File: src/rtl/ft245_async_bridge_pkg.sv
// ----------------------------------------------------------------------------
// ft245_pkg
// Shared definitions for the FT245 asynchronous FIFO bridge:
//   - state_t  : protocol engine states
//   - served_t : which direction won the last arbitration (READ / WRITE)
//   - COUNT_W  : width of the per-state cycle counter
//   - cnt_load : counter load value for a state lasting 'clocks' cycles
// ----------------------------------------------------------------------------
package ft245_pkg;

  localparam int unsigned COUNT_W = 8;

  typedef enum logic [2:0] {
    IDLE        = 3'd0,
    RD_STROBE   = 3'd1,
    WR_SETUP    = 3'd2,
    WR_STROBE   = 3'd3,
    WR_HOLD     = 3'd4,
    RECOVER     = 3'd5,
    SIWU_STROBE = 3'd6
  } state_t;

  typedef enum logic {
    READ  = 1'b0,
    WRITE = 1'b1
  } served_t;

  // A state exits when its counter reaches zero, so loading clocks-1 on
  // entry makes the state last exactly 'clocks' cycles.
  function automatic logic [COUNT_W-1:0] cnt_load(input int unsigned clocks);
    return COUNT_W'(clocks - 1);
  endfunction

endpackage

File: src/rtl/ft245_async_bridge_sync_2ff.sv
// ----------------------------------------------------------------------------
// sync_2ff
// Two-flop synchronizer for a single asynchronous level input.
// Parameters:
//   RESET_VAL : value both flops take during reset
// Ports:
//   i_clk   : destination clock
//   i_rst_n : asynchronous active-low reset
//   i_d     : asynchronous input
//   o_q     : synchronized output (two clocks of latency)
// ----------------------------------------------------------------------------
module sync_2ff #(
  parameter logic RESET_VAL = 1'b1
) (
  input  logic i_clk,
  input  logic i_rst_n,
  input  logic i_d,
  output logic o_q
);

  logic r_meta;
  logic r_sync;

  always_ff @(posedge i_clk or negedge i_rst_n) begin
    if (!i_rst_n) begin
      r_meta <= RESET_VAL;
      r_sync <= RESET_VAL;
    end else begin
      r_meta <= i_d;
      r_sync <= r_meta;
    end
  end

  assign o_q = r_sync;

endmodule

File: src/rtl/ft245_async_bridge.sv
// ----------------------------------------------------------------------------
// ft245_async_bridge
// Protocol engine for FT245-style asynchronous FIFO pins. Turns the pin
// handshake (rxf_n/rd_n, txe_n/wr_n, siwu, bidirectional data) into internal
// valid/ready byte streams. The tristate pad lives one level up and is driven
// from fifo_d_out / fifo_d_oe.
//
// Optional feature macro: FIFO_SIWU_EN
//   defined   : after a completed write and SIWU_IDLE_CLOCKS idle cycles, a
//               send-immediate pulse (siwu low for WR_LOW_CLOCKS) is issued.
//   undefined : fifo_siwu is tied high, no idle counter or SIWU state logic.
//
// Ports:
//   clock, reset_n          : system clock, async active-low reset
//   fifo_d_in/out, fifo_d_oe: data pins (in, out, output enable)
//   fifo_rxf_n, fifo_txe_n  : host byte available / transmit room (async)
//   fifo_rd_n, fifo_wr_n    : read / write strobes (active low)
//   fifo_siwu               : send-immediate (active low)
//   rx_data/rx_valid/rx_ready : received byte stream
//   tx_data/tx_valid/tx_ready : byte stream to transmit
//   busy                    : engine not in IDLE
// ----------------------------------------------------------------------------
module ft245_async_bridge
  import ft245_pkg::*;
#(
  parameter int unsigned RD_LOW_CLOCKS    = 3,
  parameter int unsigned WR_SETUP_CLOCKS  = 1,
  parameter int unsigned WR_LOW_CLOCKS    = 3,
  parameter int unsigned WR_HOLD_CLOCKS   = 1,
  parameter int unsigned RECOVER_CLOCKS   = 4,
  parameter int unsigned SIWU_IDLE_CLOCKS = 1000
) (
  input  logic       clock,
  input  logic       reset_n,
  input  logic [7:0] fifo_d_in,
  output logic [7:0] fifo_d_out,
  output logic       fifo_d_oe,
  input  logic       fifo_rxf_n,
  input  logic       fifo_txe_n,
  output logic       fifo_rd_n,
  output logic       fifo_wr_n,
  output logic       fifo_siwu,
  output logic [7:0] rx_data,
  output logic       rx_valid,
  input  logic       rx_ready,
  input  logic [7:0] tx_data,
  input  logic       tx_valid,
  output logic       tx_ready,
  output logic       busy
);

  state_t               r_state;
  served_t              r_last_served;
  logic [COUNT_W-1:0]   r_cnt;
  logic                 r_rd_n;
  logic                 r_wr_n;
  logic                 r_d_oe;
  logic [7:0]           r_d_out;
  logic [7:0]           r_rx_data;
  logic                 r_rx_valid;

  logic w_rxf_n_s;
  logic w_txe_n_s;
  logic w_rd_ok;
  logic w_wr_ok;
  logic w_rd_win;
  logic w_tx_ready;
  logic w_wr_start;
  logic w_cnt_zero;

  sync_2ff #(.RESET_VAL(1'b1)) u_sync_rxf (
    .i_clk   (clock),
    .i_rst_n (reset_n),
    .i_d     (fifo_rxf_n),
    .o_q     (w_rxf_n_s)
  );

  sync_2ff #(.RESET_VAL(1'b1)) u_sync_txe (
    .i_clk   (clock),
    .i_rst_n (reset_n),
    .i_d     (fifo_txe_n),
    .o_q     (w_txe_n_s)
  );

  assign w_rd_ok    = (r_state == IDLE) && !w_rxf_n_s && !r_rx_valid;
  assign w_wr_ok    = (r_state == IDLE) && !w_txe_n_s && tx_valid;
  // With both sides eligible, serve the direction not served last time.
  assign w_rd_win   = w_rd_ok && (!w_wr_ok || (r_last_served == WRITE));
  assign w_tx_ready = (r_state == IDLE) && !w_txe_n_s && !w_rd_win;
  assign w_wr_start = tx_valid && w_tx_ready;
  assign w_cnt_zero = (r_cnt == '0);

`ifdef FIFO_SIWU_EN
  localparam int unsigned     IDLE_W     = $clog2(SIWU_IDLE_CLOCKS + 1);
  localparam logic [IDLE_W-1:0] IDLE_LIMIT = IDLE_W'(SIWU_IDLE_CLOCKS);

  logic              r_siwu_n;
  logic              r_siwu_pending;
  logic [IDLE_W-1:0] r_idle_cnt;
  logic              w_siwu_start;

  assign w_siwu_start = (r_state == IDLE) && !w_rd_win && !w_wr_start &&
                        r_siwu_pending && (r_idle_cnt == IDLE_LIMIT);
  assign fifo_siwu    = r_siwu_n;
`else
  logic w_unused_siwu_cfg;
  assign w_unused_siwu_cfg = (SIWU_IDLE_CLOCKS != 0);
  assign fifo_siwu         = 1'b1;
`endif

  always_ff @(posedge clock or negedge reset_n) begin
    if (!reset_n) begin
      r_state       <= IDLE;
      r_last_served <= WRITE;
      r_cnt         <= '0;
      r_rd_n        <= 1'b1;
      r_wr_n        <= 1'b1;
      r_d_oe        <= 1'b0;
      r_d_out       <= '0;
      r_rx_data     <= '0;
      r_rx_valid    <= 1'b0;
`ifdef FIFO_SIWU_EN
      r_siwu_n       <= 1'b1;
      r_siwu_pending <= 1'b0;
      r_idle_cnt     <= '0;
`endif
    end else begin
      if (r_rx_valid && rx_ready) begin
        r_rx_valid <= 1'b0;
      end

      case (r_state)
        IDLE: begin
          if (w_rd_win) begin
            r_state       <= RD_STROBE;
            r_rd_n        <= 1'b0;
            r_cnt         <= cnt_load(RD_LOW_CLOCKS);
            r_last_served <= READ;
          end else if (w_wr_start) begin
            r_state       <= WR_SETUP;
            r_d_oe        <= 1'b1;
            r_d_out       <= tx_data;
            r_cnt         <= cnt_load(WR_SETUP_CLOCKS);
            r_last_served <= WRITE;
          end
`ifdef FIFO_SIWU_EN
          else if (w_siwu_start) begin
            r_state        <= SIWU_STROBE;
            r_siwu_n       <= 1'b0;
            r_siwu_pending <= 1'b0;
            r_cnt          <= cnt_load(WR_LOW_CLOCKS);
          end
`endif
        end

        RD_STROBE: begin
          if (w_cnt_zero) begin
            r_rx_data  <= fifo_d_in;
            r_rx_valid <= 1'b1;
            r_rd_n     <= 1'b1;
            r_state    <= RECOVER;
            r_cnt      <= cnt_load(RECOVER_CLOCKS);
          end else begin
            r_cnt <= r_cnt - COUNT_W'(1);
          end
        end

        WR_SETUP: begin
          if (w_cnt_zero) begin
            r_wr_n  <= 1'b0;
            r_state <= WR_STROBE;
            r_cnt   <= cnt_load(WR_LOW_CLOCKS);
          end else begin
            r_cnt <= r_cnt - COUNT_W'(1);
          end
        end

        // txe_n is not consulted here: once wr_n is low the cycle completes.
        WR_STROBE: begin
          if (w_cnt_zero) begin
            r_wr_n  <= 1'b1;
            r_state <= WR_HOLD;
            r_cnt   <= cnt_load(WR_HOLD_CLOCKS);
          end else begin
            r_cnt <= r_cnt - COUNT_W'(1);
          end
        end

        WR_HOLD: begin
          if (w_cnt_zero) begin
            r_d_oe  <= 1'b0;
            r_state <= RECOVER;
            r_cnt   <= cnt_load(RECOVER_CLOCKS);
`ifdef FIFO_SIWU_EN
            r_siwu_pending <= 1'b1;
`endif
          end else begin
            r_cnt <= r_cnt - COUNT_W'(1);
          end
        end

`ifdef FIFO_SIWU_EN
        SIWU_STROBE: begin
          if (w_cnt_zero) begin
            r_siwu_n <= 1'b1;
            r_state  <= RECOVER;
            r_cnt    <= cnt_load(RECOVER_CLOCKS);
          end else begin
            r_cnt <= r_cnt - COUNT_W'(1);
          end
        end
`endif

        // Covers the synchronizer lag on rxf_n/txe_n so a stale "ready"
        // cannot trigger a second transfer.
        RECOVER: begin
          if (w_cnt_zero) begin
            r_state <= IDLE;
          end else begin
            r_cnt <= r_cnt - COUNT_W'(1);
          end
        end

        default: begin
          r_state <= IDLE;
        end
      endcase

`ifdef FIFO_SIWU_EN
      // Counts quiet IDLE cycles; any transfer or non-IDLE cycle restarts it.
      if ((r_state == IDLE) && !w_rd_win && !w_wr_start && !w_siwu_start) begin
        if (r_idle_cnt != IDLE_LIMIT) begin
          r_idle_cnt <= r_idle_cnt + IDLE_W'(1);
        end
      end else begin
        r_idle_cnt <= '0;
      end
`endif
    end
  end

  assign fifo_rd_n  = r_rd_n;
  assign fifo_wr_n  = r_wr_n;
  assign fifo_d_oe  = r_d_oe;
  assign fifo_d_out = r_d_out;
  assign rx_data    = r_rx_data;
  assign rx_valid   = r_rx_valid;
  assign tx_ready   = w_tx_ready;
  assign busy       = (r_state != IDLE);

endmodule

File: config.mk
export PLATFORM = sky130hd
export DESIGN_NAME = ft245_async_bridge
export DESIGN_NICKNAME = d
export VERILOG_FILES = /design/src/rtl/ft245_async_bridge_pkg.sv /design/src/rtl/ft245_async_bridge_sync_2ff.sv /design/src/rtl/ft245_async_bridge.sv
export SDC_FILE = /design/constraint.sdc
export NUM_CORES = 1
export LEC_CHECK = 0
export ABC_AREA = 1
export CORE_UTILIZATION = 35
export DETAILED_ROUTE_END_ITERATION = 8
export PLACE_DENSITY = 0.69
export SYNTH_ARGS = -nofsm -noshare
export SYNTH_HDL_FRONTEND = slang
export SYNTH_HIERARCHICAL = 1
export SYNTH_SLANG_ARGS = --single-unit
File: constraint.sdc
create_clock -name clock -period 1.6 [get_ports clock]
set_input_delay 0.4 -clock clock [delete_from_list [all_inputs] [get_ports clock]]
set_output_delay 0.4 -clock clock [all_outputs]
set_load 0.05 [all_outputs]
==> flow_results.org <==
** Outcome
- Outcome :: finished, violations left
- Violated checks :: negative setup slack

** Yosys
- Of the total synthesized cell area, the portion taken by full adders, half adders and majority gates is under 10%.
- Sequential share of the synthesized area :: between 40 and 50%
- Count of flip-flops with a built-in enable after synthesis :: 0
- Top_reg_cell synth :: dfrtp_1
- Synthesis inferred 36 register bits.
- By area, the combinational part of the netlist is dominated by simple AND/OR/NAND/NOR gates.
- Synthesis handed over a netlist of 220 instances.
- YS warnings :: 6
- Average footprint of a synthesized cell :: around 8.7 um^2
- In the synthesized netlist the async set-or-reset flop fraction comes to 100.0%.
- The synthesized netlist devotes about a tenth of its cell area to compound gates.
- The synthesized netlist occupies a cell area of around 1900 um^2.
- The number of nets in the synthesized netlist is approximately 240.
- Ranked by instance count, the synthesized netlist is headed by nand2_1, dfrtp_1, inv_1.
- Ranked by total cell area, the synthesized netlist is headed by dfrtp_1, nand2_1, dfstp_2.
- Area fraction of the dominant cell type after synthesis :: 38.11%
- Proportion of synthesized area in mux cells :: 0%
- Cell taking the most area after synthesis :: dfrtp_1
- Cell variety after synth :: 28
- After Yosys synthesis, XOR and XNOR cells account for 2.300% of the synthesized area.
- Summing the areas of all and, or, nand and nor instances in the mapped netlist gives between 20% and 30% of the synthesized area.
- Most common cell in the synthesized netlist :: nand2_1

** Final layout
- Diodes inserted :: 0
- In the final design database the tool counted around 310 nets.
- With fillers left out, the area of the finished cells amounts to 2907 um^2.
- Of the cells placed in the final design, the portion with a size suffix greater than 1 is a little under two fifths.
- Count of non-filler cells in the finished layout :: 358
- Fill cells in the final layout number ~470.
- Storage element area :: roughly 910 um^2
- In the final layout, the multi-input gates occupy between 800 and 900 um^2.
- The area growth from synthesis to layout is 52.63%.

** STA
- Setup violations remaining at the end of the flow were counted as 2.
- Count of final hold-check violations :: 0
- Setup repair after global routing could not meet its margin everywhere.
- Final clock period utilization by the worst path :: 111.7%
- Worst slack on hold paths :: 0.03993 ns
- The max-slew violation count came to 0.
- Fin worst setup slack :: -0.1869 ns
- Peak clock frequency supported by timing :: ~560 MHz
- Counting I/O delays and the setup requirement, the final critical path takes about 1.8 ns.
- Post-Route Skew :: roughly 0.007 ns

** Global routing
- Wire length of the first global-routing pass :: 6.665 mm
- Entering global routing, the biggest net connects 20 pins.
- The via count of the first global-routing pass is approximately 1,500.
- Gr usage total :: 15.57%
- Summed over all layers, the global routing overflow is 0.
- Number of antenna violations at the first check in global routing :: 0

** Power and ir drop
- Share of total power in combinational logic :: 5.7%
- Total power per unit cell area :: ~580 nW/um^2
- The worst-case IR drop observed on VDD is approximately 0.00035 V.
- Net switching power :: 398.0 uW
- Share of total power in sequential cells :: 54.9%
- Net switching is between 20% and 30% of the power.
- Internal power comes to between 1000 and 1500 uW.
- In this run, the clock network consumes 39.4% of the power.
- Pleak :: ~0.0014 uW

** Die
- Die Footprint :: 5740 um^2
- The initialized floorplan defines 26 standard-cell rows.
- I/O pin total :: 45
- Starting density of the core :: a little under two fifths
- From left edge to right edge, the die measures between 70 and 80 um.
- Die Span Y :: ~76 um
- Core Region :: between 5000 and 6000 um^2

** Placement
- The placed instances occupy a cell area of between 2000 and 3000 um^2.
- At the end of routability-driven placement, the weighted congestion stood at 0.8104.
- Quantity of I/O buffers inserted on ports :: 43
- Placed wire-length estimate :: 2.792 mm
- Placed Cells incl. Taps :: between 300 and 400

** Setup path
- The slowest stage of the critical path belongs to the cell dfrtp_1.
- Category of the worst setup path launch point :: register
- For the worst setup path, the data required time is around 1.2 ns.
- CP top delay family :: flip-flops
- Cells along the critical path :: inv_2 > nand2_8 > a21oi_4 > inv_2 > nor2_4 > buf_12
- STA puts the critical path data arrival time at 1.39 ns.
- Type of element capturing the critical path :: primary output
- The worst setup path is of the register to primary output kind.
- Counting both buffers and inverters, the worst setup path holds a total of 3.
- Crit path max fanout :: 7
- The largest single stage delay on the critical path is 0.42 ns.
- In this design, the critical path's most frequently occurring cell is inv_2.

** Clocking
- CTS saw 36 sinks.
- The H-tree was split into 2 levels.
- TritonCTS built the clock tree.
- For the worst-skew pair, the clock arrives at the later sink with an insertion delay of a little under 0.3 ns.
- Clock buffers created by TritonCTS :: 5
- After clock tree synthesis, the clock-pin slew on the worst setup and hold paths is around 0.08 ns.
- The cell sitting at the root of the clock tree is a clkbuf_8.
- The clock passes through at most 2 buffers.

** Routing
- Initial drt markers :: between 70 and 80
- Total length of routed wires :: 3.841 mm
- In this run the remaining antenna-violating nets after routing total 0.
- Detailed-route vias per instance :: ~4.4
- For this run, design rule violations remaining after detail routing come to 0.
- Final routed wire length divided by cell count :: roughly 11 um
- The first detailed-routing pass ran for 4 iterations.
- Number of vias after detailed routing :: 1,571

** Flow run
- Number of max-capacitance violations reported :: 0

** Worst hold path
- The min-delay analysis places its worst path in the category input pin to asynchronous set/reset pin.
==> area by class of cell <==
class	instances	area share, %
Inverter	33	4.606
Tap cell	70	3.013
Clock inverter	3	0.8179
Sequential cell	36	31.38
Clock buffer	5	2.368
Timing Repair Buffer	64	28.58
Multi-Input combinational cell	147	29.23
==> through the flow <==
step | util (%) | total power [uW] | setup TNS [ns] | worst slack (ns)
after CTS | 55.30 | 1717 | -0.3054 | -0.2013
final | 56.19 | 1677 | -0.2396 | -0.1869
after global placement | 52.90 | 1035 | -5.310 | -0.3622
after global routing | 56.19 | 1760 | -0.8806 | -0.2429
after floorplan | - | 958.6 | -0.08492 | -0.08492
after detailed placement | 52.90 | 1037 | -6.081 | -0.3833
==> state kept, by name, indices dropped and copies added (netlist names) <==
name	count
u_sync_rxf/o_q	1
fifo_d_out	8
u_sync_txe/o_q	1
rx_data	8
fifo_d_oe	1
r_state	3
u_sync_rxf/r_meta	1
rx_valid	1
u_sync_txe/r_meta	1
r_last_served	1
r_cnt	8
fifo_wr_n	1
fifo_rd_n	1
==> cell usage in the layout, fill, tap and decap left out <==
cell type        instances
a21boi_2                 1
a21oi_1                  1
a21oi_4                  1
buf_12                  24
buf_2                    1
buf_4                   18
buf_6                    1
clkbuf_8                 5
clkdlybuf4s50_1         19
clkinv_4                 2
clkinvlp_4               2
conb_1                   1
dfrtp_1                 27
dfrtp_2                  2
dfstp_2                  7
dlygate4sd2_1            1
ha_1                     1
ha_2                     1
inv_1                   25
inv_2                    6
inv_6                    1
nand2_1                 70
nand2_2                  7
nand2_4                  1
nand2_8                  1
nand3_1                 10
nand3_4                  1
nand3b_4                 1
nor2_1                  12
nor2_2                   4
nor2_4                   3
nor2_8                   2
nor3_1                   1
o21ai_0                  3
o21ai_1                  6
o21ai_2                 14
xor2_1                   5
==> power groups by stage <==
| stage | clock network, uW | logic, uW | registers [uW] |
|---|---|---|---|
| floorplan | 0 | 19.9 | 939 |
| global placement | 0 | 97.4 | 937 |
| detailed placement | 0 | 98.7 | 938 |
| CTS | 698 | 98.2 | 921 |
| global route | 732 | 107 | 921 |
| finish | 661 | 95.3 | 921 |
==> final timing paths <==
path	startpoint	endpoint	slack [ns]	cells after the start
min in group clock	u_sync_rxf/r_meta	u_sync_rxf/o_q	0.36	0
worst max register to register	r_state[2]	r_cnt[0]	0	8
worst min register to register	u_sync_rxf/r_meta	u_sync_rxf/o_q	0.36	0
worst min-delay path	reset_n	rx_data[1]	0.04	1
max in group asynchronous	reset_n	fifo_wr_n	1.04	2
worst max-delay path	r_state[1]	tx_ready	-0.19	6
==> kinds of logic after synthesis <==
kind of cell,after synthesis
simple gates,112
buf+inv,38
flops,36
compound gates,26
xor+xnor,5
fa+ha+maj,2
other cells,1
==> what timing repair did <==
action                     CTS  global route
pin swaps                    2             4
hold buffers                 0             0
gates resized for setup      2             8
cloned                       0             1
setup endpoints to repair    1            26
setup buffers                4             3
==> layer usage <==
metal  vias up  track usage, %  routed length (um)  share of wire [%]
met5         -               0                   0                  0
met4         0           6.173                  53                1.4
met3         4           3.571                 183                4.8
met2        39           25.66                1866                 49
met1       718           19.78                1737                 45
li1        810               -                   -                  -
Power figures use the tool's default switching activity.
